===== src/rtl/scan_subject_feeder.sv =====
// Subject-residue feeder: bus-loaded query and 128-bit subject words,
// unpacked into a stream of 5-bit residues for a downstream comparator.
module scan_subject_feeder #(
  parameter int          FIFO_DEPTH = 4,
  parameter logic [31:0] ADDR_QUERY = 32'h40,
  parameter logic [31:0] ADDR_SUBJ  = 32'h50,
  parameter logic [31:0] ADDR_STAT  = 32'h60
) (
  input  logic         PicoClk,
  input  logic         PicoRst,
  input  logic [31:0]  PicoAddr,
  input  logic [127:0] PicoDataIn,
  input  logic         PicoRd,
  input  logic         PicoWr,
  output logic [127:0] PicoDataOut,
  output logic         res_valid,
  input  logic         res_ready,
  output logic [4:0]   res_data,
  output logic [4:0]   res_query,
  output logic         res_last,
  output logic [15:0]  res_index
);

  localparam int AW = (FIFO_DEPTH > 1) ? $clog2(FIFO_DEPTH) : 1;
  localparam int CW = AW + 1;

  typedef enum logic [0:0] {
    S_IDLE = 1'b0,
    S_EMIT = 1'b1
  } state_t;

  state_t r_state;
  state_t w_state_nx;

  // FIFO storage: {last flag, 25 residues}
  logic [125:0]  r_mem [FIFO_DEPTH];
  logic [AW-1:0] r_wptr;
  logic [AW-1:0] r_rptr;
  logic [CW-1:0] r_count;

  logic [4:0]    r_query;
  logic [124:0]  r_word;
  logic          r_wlast;
  logic [4:0]    r_wquery;
  logic [4:0]    r_cnt;
  logic [15:0]   r_idx;
  logic [15:0]   r_emit;
  logic          r_ovf;
  logic [127:0]  r_rdata;

  logic          w_wr_query;
  logic          w_wr_subj;
  logic          w_wr_stat;
  logic          w_empty;
  logic          w_full;
  logic          w_pop;
  logic          w_push;
  logic          w_xfer;
  logic          w_end;
  logic [6:0]    w_pos;
  logic [125:0]  w_rd;
  logic [127:0]  w_rdata;
  logic          w_unused;

  assign w_wr_query = PicoWr && (PicoAddr == ADDR_QUERY);
  assign w_wr_subj  = PicoWr && (PicoAddr == ADDR_SUBJ);
  assign w_wr_stat  = PicoWr && (PicoAddr == ADDR_STAT);

  assign w_empty = (r_count == '0);
  assign w_full  = (r_count == CW'(FIFO_DEPTH));
  // A full FIFO still takes a push when the unpacker frees a slot.
  assign w_push  = w_wr_subj && (!w_full || w_pop);
  assign w_rd    = r_mem[r_rptr];

  assign res_valid = (r_state == S_EMIT);
  assign w_xfer    = res_valid && res_ready;
  assign w_end     = (r_cnt == 5'd24);
  assign w_pos     = 7'(r_cnt) * 7'd5;
  assign res_data  = r_word[w_pos +: 5];
  assign res_query = r_wquery;
  assign res_last  = res_valid && w_end && r_wlast;
  assign res_index = r_idx;

  assign PicoDataOut = r_rdata;
  assign w_unused    = ^PicoDataIn[126:125];

  // Unpacker state register
  always_ff @(posedge PicoClk or posedge PicoRst) begin
    if (PicoRst) r_state <= S_IDLE;
    else         r_state <= w_state_nx;
  end

  // Unpacker next state and pop decision
  always_comb begin
    w_state_nx = r_state;
    w_pop      = 1'b0;
    unique case (r_state)
      S_IDLE: begin
        if (!w_empty) begin
          w_pop      = 1'b1;
          w_state_nx = S_EMIT;
        end
      end
      S_EMIT: begin
        if (w_xfer && w_end) begin
          if (!w_empty) w_pop = 1'b1;
          else          w_state_nx = S_IDLE;
        end
      end
      default: w_state_nx = S_IDLE;
    endcase
  end

  // FIFO word storage, no reset needed behind the pointers
  always_ff @(posedge PicoClk) begin
    if (w_push) r_mem[r_wptr] <= {PicoDataIn[127], PicoDataIn[124:0]};
  end

  // FIFO pointers, occupancy and sticky overflow
  always_ff @(posedge PicoClk or posedge PicoRst) begin
    if (PicoRst) begin
      r_wptr  <= '0;
      r_rptr  <= '0;
      r_count <= '0;
      r_ovf   <= 1'b0;
    end else begin
      if (w_push) r_wptr <= r_wptr + 1'b1;
      if (w_pop)  r_rptr <= r_rptr + 1'b1;
      if (w_push && !w_pop)      r_count <= r_count + 1'b1;
      else if (w_pop && !w_push) r_count <= r_count - 1'b1;
      if (w_wr_stat)                   r_ovf <= 1'b0;
      else if (w_wr_subj && !w_push)   r_ovf <= 1'b1;
    end
  end

  // Query register
  always_ff @(posedge PicoClk or posedge PicoRst) begin
    if (PicoRst)         r_query <= '0;
    else if (w_wr_query) r_query <= PicoDataIn[4:0];
  end

  // In-flight word, its query snapshot and residue counter
  always_ff @(posedge PicoClk or posedge PicoRst) begin
    if (PicoRst) begin
      r_word   <= '0;
      r_wlast  <= 1'b0;
      r_wquery <= '0;
      r_cnt    <= '0;
    end else if (w_pop) begin
      r_word   <= w_rd[124:0];
      r_wlast  <= w_rd[125];
      r_wquery <= r_query;
      r_cnt    <= '0;
    end else if (w_xfer && !w_end) begin
      r_cnt    <= r_cnt + 1'b1;
    end
  end

  // Position within subject, restarts after the final residue
  always_ff @(posedge PicoClk or posedge PicoRst) begin
    if (PicoRst)     r_idx <= '0;
    else if (w_xfer) r_idx <= res_last ? 16'd0 : r_idx + 16'd1;
  end

  // Emitted-residue counter; a status write wins over a transfer
  always_ff @(posedge PicoClk or posedge PicoRst) begin
    if (PicoRst)        r_emit <= '0;
    else if (w_wr_stat) r_emit <= '0;
    else if (w_xfer)    r_emit <= r_emit + 16'd1;
  end

  // Read data mux
  always_comb begin
    w_rdata = '0;
    if (PicoRd) begin
      unique case (1'b1)
        (PicoAddr == ADDR_QUERY): w_rdata = {123'b0, r_query};
        (PicoAddr == ADDR_STAT):  w_rdata = {105'b0, res_valid, r_ovf,
                                             5'(r_count), r_emit};
        default:                  w_rdata = '0;
      endcase
    end
  end

  // Registered read port
  always_ff @(posedge PicoClk or posedge PicoRst) begin
    if (PicoRst) r_rdata <= '0;
    else         r_rdata <= w_rdata;
  end

endmodule


===== config.mk =====
export PLATFORM = sky130hd
export DESIGN_NAME = scan_subject_feeder
export DESIGN_NICKNAME = d
export VERILOG_FILES = /design/src/rtl/scan_subject_feeder.sv
export SDC_FILE = /design/constraint.sdc
export NUM_CORES = 1
export LEC_CHECK = 0
export BUFFER_PORTS_ARGS = -buffer_cell sky130_fd_sc_hd__buf_2
export CORE_AREA = 2 2 204 356
export CTS_CLUSTER_SIZE = 20
export DETAILED_ROUTE_END_ITERATION = 8
export DIE_AREA = 0 0 206 358
export RECOVER_POWER = 25
export SLEW_MARGIN = 20
export SYNTH_ARGS = -nofsm -noshare
export SYNTH_HDL_FRONTEND = slang
export SYNTH_SLANG_ARGS = --single-unit

===== constraint.sdc =====
create_clock -name PicoClk -period 11.4 [get_ports PicoClk]
set_input_delay 0.57 -clock PicoClk [delete_from_list [all_inputs] [get_ports PicoClk]]
set_output_delay 0.57 -clock PicoClk [all_outputs]
set_load 0.05 [all_outputs]

Word level (Yosys, flattened, before mapping)
Memory sizes are Yosys's and may differ from the RTL's. A register that Yosys moved wholly into a read port is not among the register bits.
Cells that the tools add are included.

operators by class
  $add $sub $neg = 7
  multipliers = 1
  divide/modulo/power cells = 0
  order comparisons = 0
  eq/ne operators = 5
  shift operators = 1
  muxes and demuxes = 18
  bitwise gates (word level) = 1
  reductions and logical operators = 22

operators with widths
  operator                                               count
  2-to-1 mux 128 bit                                     1
  indexed part select 125 x 8 -> 5 bit                   1
  equality test 32 x 7 -> 1 bit (second input constant)  3
  2-to-1 mux 16 bit                                      3
  one-hot mux 23 bit (2 select lines)                    1
  adder 16 x 1 -> 16 bit (second input constant)         2
  logical AND 1 bit                                      12
  2-to-1 mux 5 bit                                       2
  nonzero test 2 bit                                     4
  multiplier 5 x 3 -> 7 bit (second input constant)      1
  2-to-1 mux 1 bit                                       7
  2-to-1 mux 3 bit                                       2
  adder 5 x 1 -> 5 bit (second input constant)           1
  equality test 5 bit (second input constant)            1
  adder 2 x 1 -> 2 bit (second input constant)           2
  logical NOT 1 bit                                      4
  one-hot mux 1 bit (2 select lines)                     2
  adder 3 x 1 -> 3 bit (second input constant)           1
  equality test 3 bit (second input constant)            1
  logical NOT 3 bit                                      1
  subtractor 3 x 1 -> 3 bit (second input constant)      1
  logical OR 1 bit                                       1
  inverter 1 bit                                         1

storage, ports and cells
  register bits = 184
  bits in latches = 0
  memory bits (writable) = 504
  memory bits (read-only) = 0
  input port bits = 165
  output and inout port bits = 156
  word-level logic and storage cells = 67
  memories kept = 1

memories
  memory  depth  bits a word  read ports  clocked after Yosys merged registers in  wr ports  line  source
  r_mem   4      126          1           1                                        1         36    logic [125:0] r_mem [FIFO_DEPTH];

Longest topological paths before layout
Gate-level depths: netlist of the first run.

  depth in word-level cells = 10
  depth in mapped cells = 18
  depth with buffers taken out = 12

Worst setup path before layout of the first run
No wires, ideal clock.

  path type = reg-to-reg
  from = register r_cnt[1]
  to = memory r_mem[0][0] (enable)
  library setup time = 0.500 ns
  arrival time = 5.449 ns
  required time = 10.900 ns
  path slack = 5.451 ns
  cell stages (with the launch flop) = 12
  path buffers = 4
  period minus slack after synthesis = 5.949 ns
  path through = dfrtp_1 > buf_4 > buf_4 > inv_1 > buf_2 > buf_2 > ha_1 > and4b_1 > a21boi_0 > and3_1 > nor4_2 > and2_1

between the ends
  word-level cells in the longest chain between the ends = 8

RTL lines
  item                                    line  source
  from (decl)                             45    logic [4:0] r_cnt;
  from (signal assigned)                  155   r_cnt <= r_cnt + 1'b1;
  equality test 5 bit                     77    assign w_end = (r_cnt == 5'd24);
  logical AND 1 bit                       105   if (w_xfer && w_end) begin
  2-to-1 mux 1 bit                        105
  one-hot mux 1 bit (2 select lines)      97    unique case (r_state)
  logical OR 1 bit                        72    assign w_push = w_wr_subj && (!w_full || w_pop);
  logical AND 1 bit                       72
  net w_push                              57    logic w_push;
  2-to-1 mux 1 bit                        116   if (w_push) r_mem[r_wptr] <= {PicoDataIn[127], PicoDataIn[124:0]};
  2-to-1 mux 1 bit (implied by the code)  116
  to (decl)                               36

The timed path passes the listed nets, and every way through them passes these cells.

Worst setup path after layout of the first run
  from = register r_cnt[0]
  to = output port res_data[3]

between the ends
  word-level cells in the longest chain between the ends = 2

RTL lines
  item                                  line  source
  multiplier 5 x 3 -> 7 bit             78    assign w_pos = 7'(r_cnt) * 7'd5;
  indexed part select 125 x 8 -> 5 bit  79    assign res_data = r_word[w_pos +: 5];
  to (decl)                             18    output logic [4:0] res_data,

No other way between the ends.

==> results of run 1 <==
-- cell type report --
| type | instances | area (um^2) |
|---|---|---|
| Tap cell | 917 | 1150 |
| Multi-Input combinational cell | 964 | 10400 |
| Fill cell | 5859 | 35600 |
| Antenna cell | 1 | 2.50 |
| Inverter | 9 | 41.3 |
| Clock buffer | 85 | 1800 |
| Sequential cell | 707 | 20200 |
| Clock inverter | 35 | 370 |
| Timing Repair Buffer | 235 | 1120 |
-- worst reg2reg max path: stages (launching register included) --
cell	delay [ns]
dfrtp_4	0.74
buf_4	0.43
inv_1	0.16
ha_1	0.15
and4b_1	0.34
a21boi_0	0.40
and3_1	0.35
nor4_2	0.82
and2_4	0.60
buf_4	0.82
-- cell families after synthesis --
logic type / share of synthesized area
and+or+nand+nor: 0.0369
muxes: 0.240
buffers and inverters: 0.0443
AOI/OAI and AO/OA: 0.0211
xor gates and xnor gates: 0.0114
other: 0.000119
adders and majority gates: 0.00720
DFF: 0.639
-- where the power goes --
group / switching, W / total, W / internal (W)
clock: 0.000951 / 0.00221 / 0.00126
sequential: 0.000405 / 0.00335 / 0.00295
combinational: 0.00185 / 0.00335 / 0.00150
total: 0.00321 / 0.00892 / 0.00571
-- worst max path at each step --
stage | slack [ns] | to | start | cells after the start
2_1_floorplan | 5.29 | PicoDataOut[0] | PicoRst | 1
3_3_place_gp | 6.07 | res_data[3] | r_cnt[0] | 8
3_5_place_dp | 6.03 | r_mem[0][115] | r_cnt[1] | 9
4_1_cts | 5.39 | res_data[3] | r_cnt[0] | 8
5_1_grt | 5.14 | res_data[3] | r_cnt[0] | 8
6_report | 5.27 | res_data[3] | r_cnt[0] | 8
-- sequential cells by signal (all words and copies together), names as in the netlist --
| register | cells |
|---|---|
| PicoDataOut | 21 |
| r_mem | 504 |
| r_query | 5 |
| r_wlast | 1 |
| r_count | 3 |
| r_word | 125 |
| res_query | 5 |
| r_cnt | 5 |
| r_ovf | 1 |
| r_wptr | 2 |
| r_rptr | 2 |
| res_index | 16 |
| res_valid | 1 |
| r_emit | 16 |
-- routing by layer --
metal  track usage  vias up  wire [um]
li1              -     7262          -
met1         0.228     8633      26600
met2         0.351      472      38400
met3        0.0378      103       3580
met4        0.0600        4       1670
met5             0        -         30
-- cell usage in the layout, fill, tap and decap left out, types with 15 or more instances in the layout --
| cell | n |
|---|---|
| nor2_1 | 64 |
| xor2_1 | 27 |
| conb_1 | 107 |
| buf_2 | 110 |
| clkbuf_16 | 68 |
| nand3_1 | 15 |
| edfxtp_1 | 504 |
| mux4_2 | 222 |
| clkbuf_1 | 115 |
| mux2i_1 | 88 |
| mux2_2 | 151 |
| and2_1 | 21 |
| nand2_1 | 72 |
| a21oi_1 | 18 |
| buf_4 | 23 |
| dfrtp_1 | 199 |
-- per-stage QoR --
step | power [W] | cell area [um^2]
after floorplan | 0.00595 | 32000
after global placement | 0.00673 | 33100
after detailed placement | 0.00677 | 33100
after CTS | 0.00902 | 35300
after global routing | 0.00937 | 35100
final | 0.00892 | 35100
==> run_results.csv, run 1 <==
group,metric,value,unit
run_status,status,"completed",
placement,dp_slack,6.03,ns
yosys,synthDistinctLibCells,64,
yosys,yosys.area.top_type,"edfxtp_1",
floorplanning,io_pins,321,
floorplanning,dieArea,73700,um^2
global_routing,grtUsageTotal,0.193,
worst_setup_path,r2r-start,"r_cnt[1]",
yosys,synth_cells,1785,
timing,layout_setup_ws,5.27,ns
yosys,yosysWarnings,0,
worst_setup_path,worstReg2RegEnd,"r_mem[2][0]",
yosys,synthArstFlopShare,0.287,
timing,report.final.slew_viol_count,0,
global_routing,grt_pass1_wl,106000,um
drt,drc,0,
yosys,ys_seq_area_frac,0.639,
worst_setup_path,crit_chain,"ha_4 -> buf_4 -> mux2i_1 -> mux4_2 -> nor2_1 -> o31ai_1 -> o41ai_1 -> buf_2",
yosys,synthTopCellsByArea,"edfxtp_1, dfrtp_1, mux4_2",
clock_tree,root_buffer,"clkbuf_16",
worst_setup_path,slowest_stage,"o41ai_1",
placement,dp.cells,2832,
floorplanning,die_h,358,um
power,ir_worst_vdd,0.293,mV
floorplanning,die_w,206,um
timing,worst_pin_slew,1.05,ns
floorplanning,core-area,70700,um^2
worst_setup_path,cp_top_family,"buffers and inverters",
cells_and_area,drive_above_1_share,0.303,
floorplanning,fp-row-count,129,
cells_and_area,layout.cells.non_filler,2953,
clock_tree,clk_latency,0.62,ns
worst_setup_path,path_buf_inv,2,
cells_and_area,finalNetCount,2165,
yosys,synth_seq_cells,707,
timing,skew,0.0238,ns
timing,finalSetupTns,0,ns
floorplanning,initial_core_util,0.447,
worst_setup_path,reg2regPathDepth,9,
drt,ant_nets,0,
timing,fmax,163,MHz
timing,fin_crit,6.13,ns
worst_setup_path,critPathLaunchType,"flop",
timing,hold_slack,0.0394,ns
global_routing,grt_antenna_before_repair,3,
worst_setup_path,path_class,"reg2out",
yosys,syn_avg_cell_area,17.7,um^2
worst_setup_path,cp.arrival,5.56,ns
yosys,syn_area,31600,um^2
worst_setup_path,worstPathRequired,10.83,ns
clock_tree,cts_resized,0,
clock_tree,cts.sinks,707,
clock_tree,cts_buffer_depth,3,
clock_tree,post_cts_buffers,0,
clock_tree,htreeDepth,3,
clock_tree,cts_tree,"built",
yosys,synth_top_area_share,0.479,
drt,dr.pass1.iters,5,
global_routing,grt_pass1_vias,17200,
timing,relSlewSlack,0.294,
clock_tree,holdBufCountCts,0,
flow_run,maxCapViolations,0,
timing,finalCritPeriodShare,0.537,
worst_setup_path,slowest_delay,0.91,ns
timing,rsz0062_at_grt,"no",
worst_setup_path,crit_path_max_fanout,70,
cells_and_area,fin_util,0.497,
clock_tree,clk_pin_slew_worst_paths,0.06,ns
placement,gp_congestion,0.860,
cells_and_area,area_growth,11.1,%
clock_tree,numCtsBuffers,66,
timing,setup_viol_count_final,0,
power,p_leak,12.9,nW
drt,wirelength,70300,um
yosys,synth_edf_count,504,
placement,dp_hpwl,46300,um
yosys,synth_commonest_cells,"edfxtp_1, mux4_2, dfrtp_1, mux2_2, buf_4",
drt,vias,16500,
global_routing,grt_max_degree,93,
worst_setup_path,rrSetupSlack,6.12,ns
yosys,ys.flop_type,"edfxtp_1",
global_routing,grt-ovfl-total,0,
timing,hold_violations,0,
placement,io_buffers,211,
drt,wl_per_cell,23.8,um
drt,drt_iter0_drc,1074,
hold_path,hp-class,"in2async",
yosys,synthMostInstantiatedCell,"edfxtp_1",
power,power_density,254,nW/um^2
worst_setup_path,end_kind,"primary output",
drt,routed_via_density,5.58,
No activity file was read; power rests on OpenSTA's default activity.
==> run 2, diff against run 1 <==
clock period = 6.2 ns   (was 11.4 ns; I/O delays follow)
==> run 2 against run 1 <==
  * Non-clock buffer count is 130 higher
  * Total power grew 80%
  * Sequential cell count unchanged
  * Cell count up 4.3%
  * Clock-buffer cell count increased by 11
  * Critical path type unchanged
  * Highest routed layer is now met4
==> run_results.csv, run 2 (same netlist as run 1, synthesis figures left out) <==
group,metric,value,unit
worst_setup_path,cp.arrival,5.10,ns
global_routing,grt-ovfl-total,0,
worst_setup_path,cp-startpoint,"r_cnt[0]",
timing,hold_slack,0.0510,ns
timing,report.final.slew_viol_count,0,
cells_and_area,top_register,"r_mem",
timing,relSlewSlack,0.345,
cells_and_area,layout_common_cells,"edfxtp_1, mux4_2, dfrtp_1, mux2_2, dlygate4sd3_1",
timing,worst_pin_slew,0.983,ns
power,intPower,0.0103,W
power,power_switching,0.00579,W
cells_and_area,drive_above_1_share,0.286,
clock_tree,clk_latency,0.64,ns
timing,finalCritPeriodShare,0.872,
flow_run,maxCapViolations,0,
floorplanning,io_pins,321,
cells_and_area,area_growth,14.8,%
cells_and_area,finalNetCount,2290,
worst_setup_path,critPathCapture,"res_data[3]",
power,sequentialPowerShare,0.383,
worst_setup_path,reg2regPathDepth,9,
power,swShare,0.361,
drt,wl_per_cell,22.7,um
drt,routed_via_density,5.47,
floorplanning,die_w,206,um
clock_tree,cts_buffer_depth,3,
hold_path,min_path_cells,3,
placement,io_buffers,211,
floorplanning,dieArea,73700,um^2
power,power_density,442,nW/um^2
drt,ant_nets,0,
drt,drt_iter0_drc,1029,
timing,fin_crit,5.41,ns
run_status,status,"completed",
cells_and_area,mostFrequentLayoutCell,"edfxtp_1",
global_routing,grtUsageTotal,0.191,
floorplanning,fp-row-count,129,
drt,dr.pass1.iters,5,
floorplanning,die_h,358,um
timing,setup_viol_count_final,0,
power,ir_worst_vdd,0.493,mV
hold_path,hold_start,"PicoRd",
timing,finalSetupTns,0,ns
clock_tree,clk_pin_slew_worst_paths,0.07,ns
worst_setup_path,crit_path_max_fanout,70,
cells_and_area,fin_util,0.513,
power,p_comb_frac,0.388,
placement,dp_hpwl,45900,um
worst_setup_path,cp_top_family,"multiplexers",
worst_setup_path,slowest_stage,"dfrtp_4",
placement,gp_congestion,0.845,
clock_tree,cts_tree,"built",
floorplanning,initial_core_util,0.447,
clock_tree,cts.sinks,707,
clock_tree,cts_resized,0,
global_routing,grt_pass1_wl,107000,um
global_routing,grt_pass1_vias,17600,
timing,rsz0062_at_grt,"no",
drt,vias,16900,
cells_and_area,largest_reg_flops,504,
clock_tree,htreeDepth,2,
hold_path,hp-class,"in2reg",
timing,fmax,185,MHz
worst_setup_path,rrSetupSlack,2.16,ns
worst_setup_path,r2r-start,"r_cnt[0]",
worst_setup_path,path_buf_inv,2,
timing,hold_violations,0,
worst_setup_path,worstReg2RegEnd,"r_mem[3][30]",
drt,drc,0,
worst_setup_path,crit_chain,"ha_4 -> buf_4 -> mux2i_1 -> mux4_2 -> mux2_2 -> o32ai_1 -> o2111ai_1 -> o41ai_1 -> buf_2",
worst_setup_path,path_class,"reg2out",
clock_tree,root_buffer,"clkbuf_16",
power,pwr-share-clk,0.229,
floorplanning,core-area,70700,um^2
worst_setup_path,critPathLaunchType,"flop",
drt,wirelength,69800,um
timing,skew,0.0227,ns
clock_tree,post_cts_buffers,0,
global_routing,grt_antenna_before_repair,2,
power,p_leak,13.4,nW
worst_setup_path,worstPathRequired,5.89,ns
global_routing,grt_max_degree,139,
clock_tree,holdBufCountCts,129,
worst_setup_path,slowest_delay,0.97,ns
worst_setup_path,timing.critical_path.depth,9,
clock_tree,numCtsBuffers,61,
worst_setup_path,end_kind,"primary output",
## run 2: changes by cell type in the layout (fill, tap and decap cells not counted), moves of 3 or more
cell           delta
inv_6             -3
buf_2             +8
clkbuf_16         -5
clkinv_1          -6
buf_12            +6
clkinv_4          -3
bufinv_16         -5
buf_4             -5
dlygate4sd3_1   +129
clkbuf_8          +6
## run 2: cell type report
type / count / area [um^2]
Sequential cell: 707 / 20200
Inverter: 9 / 41.3
Multi-Input combinational cell: 964 / 10400
Tap cell: 917 / 1150
Antenna cell: 2 / 5.00
Clock inverter: 19 / 126
Clock buffer: 96 / 1790
Fill cell: 5915 / 34400
Timing Repair Buffer: 365 / 2510
## run 2: metrics by stage
step / instance area (um^2) / instances / setup WS [ns] / total power [W]
after CTS: 36400 / 3077 / 0.740 / 0.0162
after global placement: 33200 / 2833 / 1.51 / 0.0124
after global routing: 36300 / 3079 / 0.470 / 0.0169
final: 36300 / 3079 / 0.793 / 0.0160
after detailed placement: 33200 / 2833 / 1.43 / 0.0124
after floorplan: 32000 / 1891 / 0.251 / 0.0109
## run 2: worst min path at each step
stage                     endpoint  slack, ns
floorplan              r_mem[0][0]       0.41
global placement       r_word[115]       0.42
detailed placement     r_word[106]       0.43
CTS                 PicoDataOut[0]       0.02
global route        PicoDataOut[0]       0.06
finish              PicoDataOut[0]       0.05
## run 2: metal layers
metal	part of all wire	GRT usage	vias up
li1	-	-	7502
met1	0.39	0.233	8833
met2	0.55	0.351	428
met3	0.044	0.0295	89
met4	0.023	0.0519	0
met5	0	0	-
## run 2: worst register-to-register path, cell delays in order (launching register included)
cell and delay (ns):
dfrtp_4 0.78, inv_2 0.16, ha_1 0.15, and4b_1 0.34, a21boi_0 0.36, and3_1 0.33
nor4_2 0.21, buf_4 0.20, and2_4 0.50, buf_4 0.61
## run 2: power by group through the flow
stage | clock network [W] | registers [W] | logic [W]
2_1_floorplan | 0 | 0.00583 | 0.00510
3_3_place_gp | 0 | 0.00624 | 0.00612
3_5_place_dp | 0 | 0.00626 | 0.00618
4_1_cts | 0.00379 | 0.00616 | 0.00628
5_1_grt | 0.00396 | 0.00622 | 0.00669
6_report | 0.00368 | 0.00614 | 0.00623
